--- config.mk ---
export PLATFORM = sky130hd
export DESIGN_NAME = bcd_countdown4
export DESIGN_NICKNAME = d
export VERILOG_FILES = /design/src/rtl/bcd_countdown4_pkg.sv /design/src/rtl/bcd_down_digit.sv /design/src/rtl/bcd_countdown4.sv
export SDC_FILE = /design/constraint.sdc
export NUM_CORES = 1
export LEC_CHECK = 0
export CAP_MARGIN = 10
export CELL_PAD_IN_SITES_DETAIL_PLACEMENT = 0
export CELL_PAD_IN_SITES_GLOBAL_PLACEMENT = 2
export CORE_MARGIN = 4
export CORE_UTILIZATION = 28
export DETAILED_ROUTE_END_ITERATION = 7
export PLACE_DENSITY_LB_ADDON = 0.1
export SYNTH_ARGS = -nofsm -noshare
export SYNTH_HDL_FRONTEND = slang
export SYNTH_HIERARCHICAL = 1
export SYNTH_SLANG_ARGS = --single-unit
--- constraint.sdc ---
create_clock -name CLK -period 2.5 [get_ports CLK]
set_input_delay 0.25 -clock CLK [delete_from_list [all_inputs] [get_ports CLK]]
set_output_delay 0.25 -clock CLK [all_outputs]
set_load 0.005 [all_outputs]
--- src/rtl/bcd_countdown4_pkg.sv ---
// =============================================================================
// bcd_countdown4_pkg : shared BCD constants, digit type and load sanitiser
// Rev 1.0
// =============================================================================
`default_nettype none

package bcd_countdown4_pkg;

  typedef logic [3:0] digit_t;

  localparam digit_t BCD_MAX  = 4'd9;
  localparam digit_t BCD_ZERO = 4'd0;

  // Out-of-range nibbles saturate to the largest decimal digit.
  function automatic digit_t bcd_sat(input digit_t d);
    return (d > BCD_MAX) ? BCD_MAX : d;
  endfunction

endpackage

`default_nettype wire

--- src/rtl/bcd_down_digit.sv ---
// =============================================================================
// bcd_down_digit : one down-counting BCD digit with load, wrap-to-9 and borrow
// Rev 1.0
// =============================================================================
`default_nettype none

module bcd_down_digit
  import bcd_countdown4_pkg::*;
(
  input  logic   CLK,
  input  logic   CLR,
  input  logic   i_load,
  input  digit_t i_load_val,
  input  logic   i_bin,
  output digit_t o_q,
  output logic   o_bout
);

  digit_t r_q;

  always_ff @(posedge CLK or negedge CLR) begin
    if (!CLR) begin
      r_q <= BCD_ZERO;
    end else if (i_load) begin
      r_q <= i_load_val;
    end else if (i_bin) begin
      r_q <= (r_q == BCD_ZERO) ? BCD_MAX : (r_q - 4'd1);
    end
  end

  assign o_q    = r_q;
  assign o_bout = i_bin && (r_q == BCD_ZERO);

endmodule

`default_nettype wire

--- src/rtl/bcd_countdown4.sv ---
// =============================================================================
// bcd_countdown4 : cascadable NDIG-digit BCD down counter with load/reload
// Rev 1.0
// =============================================================================
`default_nettype none

module bcd_countdown4
  import bcd_countdown4_pkg::*;
#(
  parameter int NDIG        = 4,
  parameter int AUTO_RELOAD = 0
) (
  input  logic                CLK,
  input  logic                CLR,
  input  logic [4*NDIG-1:0]   D,
  input  logic                LOAD,
  input  logic                ENP,
  input  logic                ENT,
  output logic [4*NDIG-1:0]   COUT,
  output logic                BRW,
  output logic                DONE,
  output logic                ERR
);

  logic [4*NDIG-1:0] r_reload;
  logic              r_done;
  logic              r_err;

  logic [4*NDIG-1:0] w_count;
  logic [4*NDIG-1:0] w_dsan;
  logic [NDIG-1:0]   w_bad;
  logic [NDIG:0]     w_bin;
  logic              w_cnt;
  logic              w_zero;
  logic              w_one;
  logic              w_dig_load;
  logic [4*NDIG-1:0] w_dig_val;

  assign w_cnt  = LOAD && ENP && ENT;
  assign w_zero = (w_count == '0);
  assign w_one  = (w_count == (4*NDIG)'(1));

  // Auto-reload rides the digit load path so the terminal step is one edge.
  assign w_dig_load = !LOAD || ((AUTO_RELOAD != 0) && w_cnt && w_zero);
  assign w_dig_val  = !LOAD ? w_dsan : r_reload;
  assign w_bin[0]   = w_cnt;

  generate
    for (genvar i = 0; i < NDIG; i++) begin : g_digit
      assign w_dsan[4*i +: 4] = bcd_sat(D[4*i +: 4]);
      assign w_bad[i]         = (D[4*i +: 4] > BCD_MAX);

      bcd_down_digit u_digit (
        .CLK        (CLK),
        .CLR        (CLR),
        .i_load     (w_dig_load),
        .i_load_val (w_dig_val[4*i +: 4]),
        .i_bin      (w_bin[i]),
        .o_q        (w_count[4*i +: 4]),
        .o_bout     (w_bin[i+1])
      );
    end
  endgenerate

  always_ff @(posedge CLK or negedge CLR) begin
    if (!CLR) begin
      r_reload <= '0;
      r_done   <= 1'b0;
      r_err    <= 1'b0;
    end else begin
      r_done <= w_cnt && w_one;
      if (!LOAD) begin
        r_reload <= w_dsan;
        r_err    <= |w_bad;
      end
    end
  end

  assign COUT = w_count;
  assign BRW  = ENT && w_zero;
  assign DONE = r_done;
  assign ERR  = r_err;

endmodule

`default_nettype wire

-- After elaboration in Yosys (flattened, before gate mapping)
Cells that the tools add are included.
- register bits: 18
- memories kept: 0
- word-level logic and storage cells: 48
- input bits: 21
- memory bits (read-only): 0
- latch bits: 0
- memory bits (writable): 0
- bitwise logic cells: 0
- mux-type cells: 16
- multiply operators: 0
- eq/ne operators: 5
- $lt $le $gt $ge: 4
- reduce and logical (&&, ||, !) cells: 13
- $add $sub $neg: 4
- shifts and indexed selects: 0
- divide/modulo/power cells: 0
- operators with widths (kind ; number):
    4-bit two-way mux ; 16
    16-bit by 1-bit == test with 1-bit output, second input constant ; 1
    4-bit > comparator, second input constant ; 4
    16-bit zero test ; 1
    4-bit zero test ; 4
    4-bit by 1-bit subtractor with 4-bit output, second input constant ; 4
    2-bit by 1-bit != test with 1-bit output, second input constant ; 4
    1-bit logical AND ; 7
    4-bit OR reduction ; 1

-- Depth between registers and ports, before layout
- depth in word-level cells: 7
- mapped depth: 10
- depth with buffers taken out: 10

-- Modules after synthesis
Netlist, hierarchy kept.
- modules (own cells, without submodules) (module ; instances ; area an instance (um^2) ; cells an instance ; sequential area each (um^2)):
    bcd_down_digit ; 4 ; 231.5 ; 22 ; 100.1
    bcd_countdown4 ; 1 ; 758.2 ; 68 ; 450.4

-- Worst setup path before layout
Ideal clock, no wire load.
- path kind: reg-to-reg
- start point: reg g_digit[0].u_digit.r_q[2]
- end point: reg g_digit[3].u_digit.r_q[2]
- slack: -0.186 ns
- arrival: 2.531 ns
- stages on the path, launching flop included: 10
- path buffers: 0
- cell sequence: dfrtp_1 > nor4b_4 > nor2b_1 > nor4b_4 > nor2b_1 > nor4b_4 > nor2b_1 > nor3b_2 > mux2i_1 > o21ai_0
- word-level cells in the longest chain between the ends: 5
- ends and longest elaborated chain (what ; line ; RTL):
    start, declared ; bcd_down_digit.sv:19 ; digit_t r_q;
    start signal, assigned ; bcd_down_digit.sv:25 ; r_q <= i_load_val;
    start signal, assigned ; bcd_down_digit.sv:27 ; r_q <= (r_q == BCD_ZERO) ? BCD_MAX : (r_q - 4'd1);
    4-bit zero test ; bcd_down_digit.sv:32 ; assign o_bout = i_bin && (r_q == BCD_ZERO);
    1-bit logical AND ; bcd_down_digit.sv:32 ;
    named net w_bin[1] ; bcd_countdown4.sv:32 ; logic [NDIG:0] w_bin;
    1-bit logical AND ; bcd_down_digit.sv:32 ;
    named net w_bin[2] ; bcd_countdown4.sv:32 ;
    1-bit logical AND ; bcd_down_digit.sv:32 ;
    named net w_bin[3] ; bcd_countdown4.sv:32 ;
    2-bit by 1-bit != test with 1-bit output (no line) ; - ;
    end signal, assigned ; bcd_down_digit.sv:25 ;
    end signal, assigned ; bcd_down_digit.sv:27 ;
    end, declared ; bcd_down_digit.sv:19 ;
The timed path passes the listed nets, and every way through them passes these cells.
A chain may end at the register's enable or synchronous reset.

-- Final worst setup path
- start point: reg g_digit[0].u_digit.r_q[0]
- end point: reg g_digit[3].u_digit.r_q[2]
The elaborated chain is that of the path after synthesis.

==> results.md <==
* Worst slew pin tran at 456.5 ps
* Die Footprint at 7295 sq um
* Detailed placer's ending HPWL at 3025 microns
* Syn-to-layout area delta at 43.70%
* Status: complete, no violations
* Critical-path top delay cell: dfrtp_1
* Worst path buffer plus inverter count at 0
* Initial Util at 0.2974
* Wire length on met3 at 227 microns
* Pwr/cell area at 566.3 nW/um^2
* Mean area per synthesized cell at 10.82 sq um
* DP Worst Slack at -379.5 ps
* Crit Path Max Fanout at 3
* Max-cap violation count at 0
* Leakage at 0.0009690 uW
* Commonest non-fill, non-tap cell in the layout: clkdlybuf4s50_1
* Clk slew on worst S/H paths at 70 ps
* Worst min path class: in2async
* Post-Layout Inst Area at 2411 sq um
* # H-tree levels at 2
* Cts bufs inserted at 5
* Hold-fix buffers, CTS at 0
* Final Max Slew Viols at 0
* Initial DRC count at 85
* Number of clock sinks at 34
* WL/cell at 14.68 microns
* Critical Path, Cell by Cell: nor4b_4, nor2b_4, nor4b_4, nor2b_4, nor4b_4, nor2b_4, nor3b_4, mux2i_1, o21ai_1
* Core ar. at 5642 sq um
* Critical path launch point type: flop
* Layout cells sized above 1 at 0.1935
* WL met1 at 1898 microns
* Met2 wire len at 2057 microns
* Antenna cells at 0
* Stages on the worst setup path at 9
* Port Buf Inserts at 39
* Router iterations before antenna repair at 4
* Hold_ws at 374.8 ps
* CP top delay family: simple AND/OR/NAND/NOR gates
* Grt ovf at 0
* Die H at 85.41 microns
* Reg2reg end: g_digit[3].u_digit/o_q[2]
* Placement Rows at 27
* Vias in the first global route at 1440
* CTS tree: built
* Post-synthesis net count at 176
* Setup crit end kind: flop
* Worst rel slew slack at 0.6957
* Most frequent cells in the layout: 36 x clkdlybuf4s50_1, 34 x dfrtp_1, 26 x nand2_1
* Vias post-DR at 1357
* Setup CP Type: reg2reg
* CTS root buf: clkbuf_8
* RSZ-0062 raised after global routing: yes
* Clk_skew at 2.851 ps
* Routed WL at 4243 microns
* Period utilisation layout at 0.9378
* DIE WIDTH at 85.41 microns
* Vias per cell at 4.696
* Minimum clock period at 2344 ps
* Syn. warnings at 6
* Nets at 237
* FF-to-FF Start: g_digit[0].u_digit/o_q[0]
* Routability Congestion at 0.7270
* Critical Path Sink: g_digit[3].u_digit/o_q[2]
* R2r setup slk at 160 ps
* Largest net degree at the start of global routing at 35
* # IOs at 40
* Initial antenna violation count at 0
* Final Hold Fails at 0
* First-pass GRT wire length at 7120 microns
* Post-Syn Instances at 155
* Worst-skew pair later-pin latency at 280 ps
* R2R cell count at 9
* Arr. time, crit path at 2520 ps
* Clock buffer depth at 2
* Max incr delay on CP at 410 ps
* Post-Place Cell Area at 2261 sq um
* Synthesized area at 1678 sq um
* Detailed-route DRC error count at 0
* Gr usage total at 0.1256
* Top sig layer: met4
* Worst setup path start: g_digit[0].u_digit/o_q[0]
* Final setup viols at 0
* Final WS setup at 155.6 ps
* DRT antenna net count at 0
* FMAX at 426.5 MHz
* Worst vdd ir at 239.6 uV
* WP data required at 2670 ps
[layer usage]
metal  vias to the layer above  global-route usage
li1                        672                   -
met1                       653              0.1503
met2                        26              0.2097
met3                         6             0.04272
met4                         0             0.04317
met5                         -                   0
[registers in the layout, summed over array words and instances, names as in the netlist]
name,flops
DONE,1
ERR,1
g_digit.u_digit/o_q,16
r_reload,16
[timing repair]
| action | CTS | global route |
|---|---|---|
| setup buffers | 3 | 2 |
| resized for setup | 6 | 2 |
| cloned | 0 | 0 |
| endpoints found under the setup margin | 3 | 3 |
| pin swaps | 2 | 2 |
[power breakdown]
group	switching (uW)	internal (uW)
registers	68.9	604
logic	109	161
clock network	201	222
[area by class of cell]
cell class / instances / area [sq um]
flip-flops and latches: 34 / 850.8
clock inverters: 1 / 5.005
well taps: 72 / 90.09
inverters: 1 / 3.754
multi-input cells: 118 / 844.6
repair buffers: 56 / 530.5
fillers: 538 / 3231
clock buffers: 7 / 86.33
[how the worst min path moves through the flow]
stage / end / depth (start not counted) / start
after floorplan: DONE / 0 / CLR
after global placement: r_reload[8] / 2 / r_reload[8]
after detailed placement: r_reload[12] / 2 / r_reload[12]
after CTS: r_reload[3] / 2 / CLR
after global routing: r_reload[3] / 2 / CLR
final: r_reload[3] / 2 / CLR
[stage by stage]
step                      TNS [ps]  power [uW]  cells  utilization
after floorplan                  0       783.4    155            -
after CTS                        0        1384    287       0.4234
after detailed placement     -1235       949.8    276       0.4008
final                            0        1365    289       0.4274
after global placement      -800.4       944.4    276       0.4008
after global routing        -23.64        1446    289       0.4274
No activity file was read; power rests on OpenSTA's default activity.
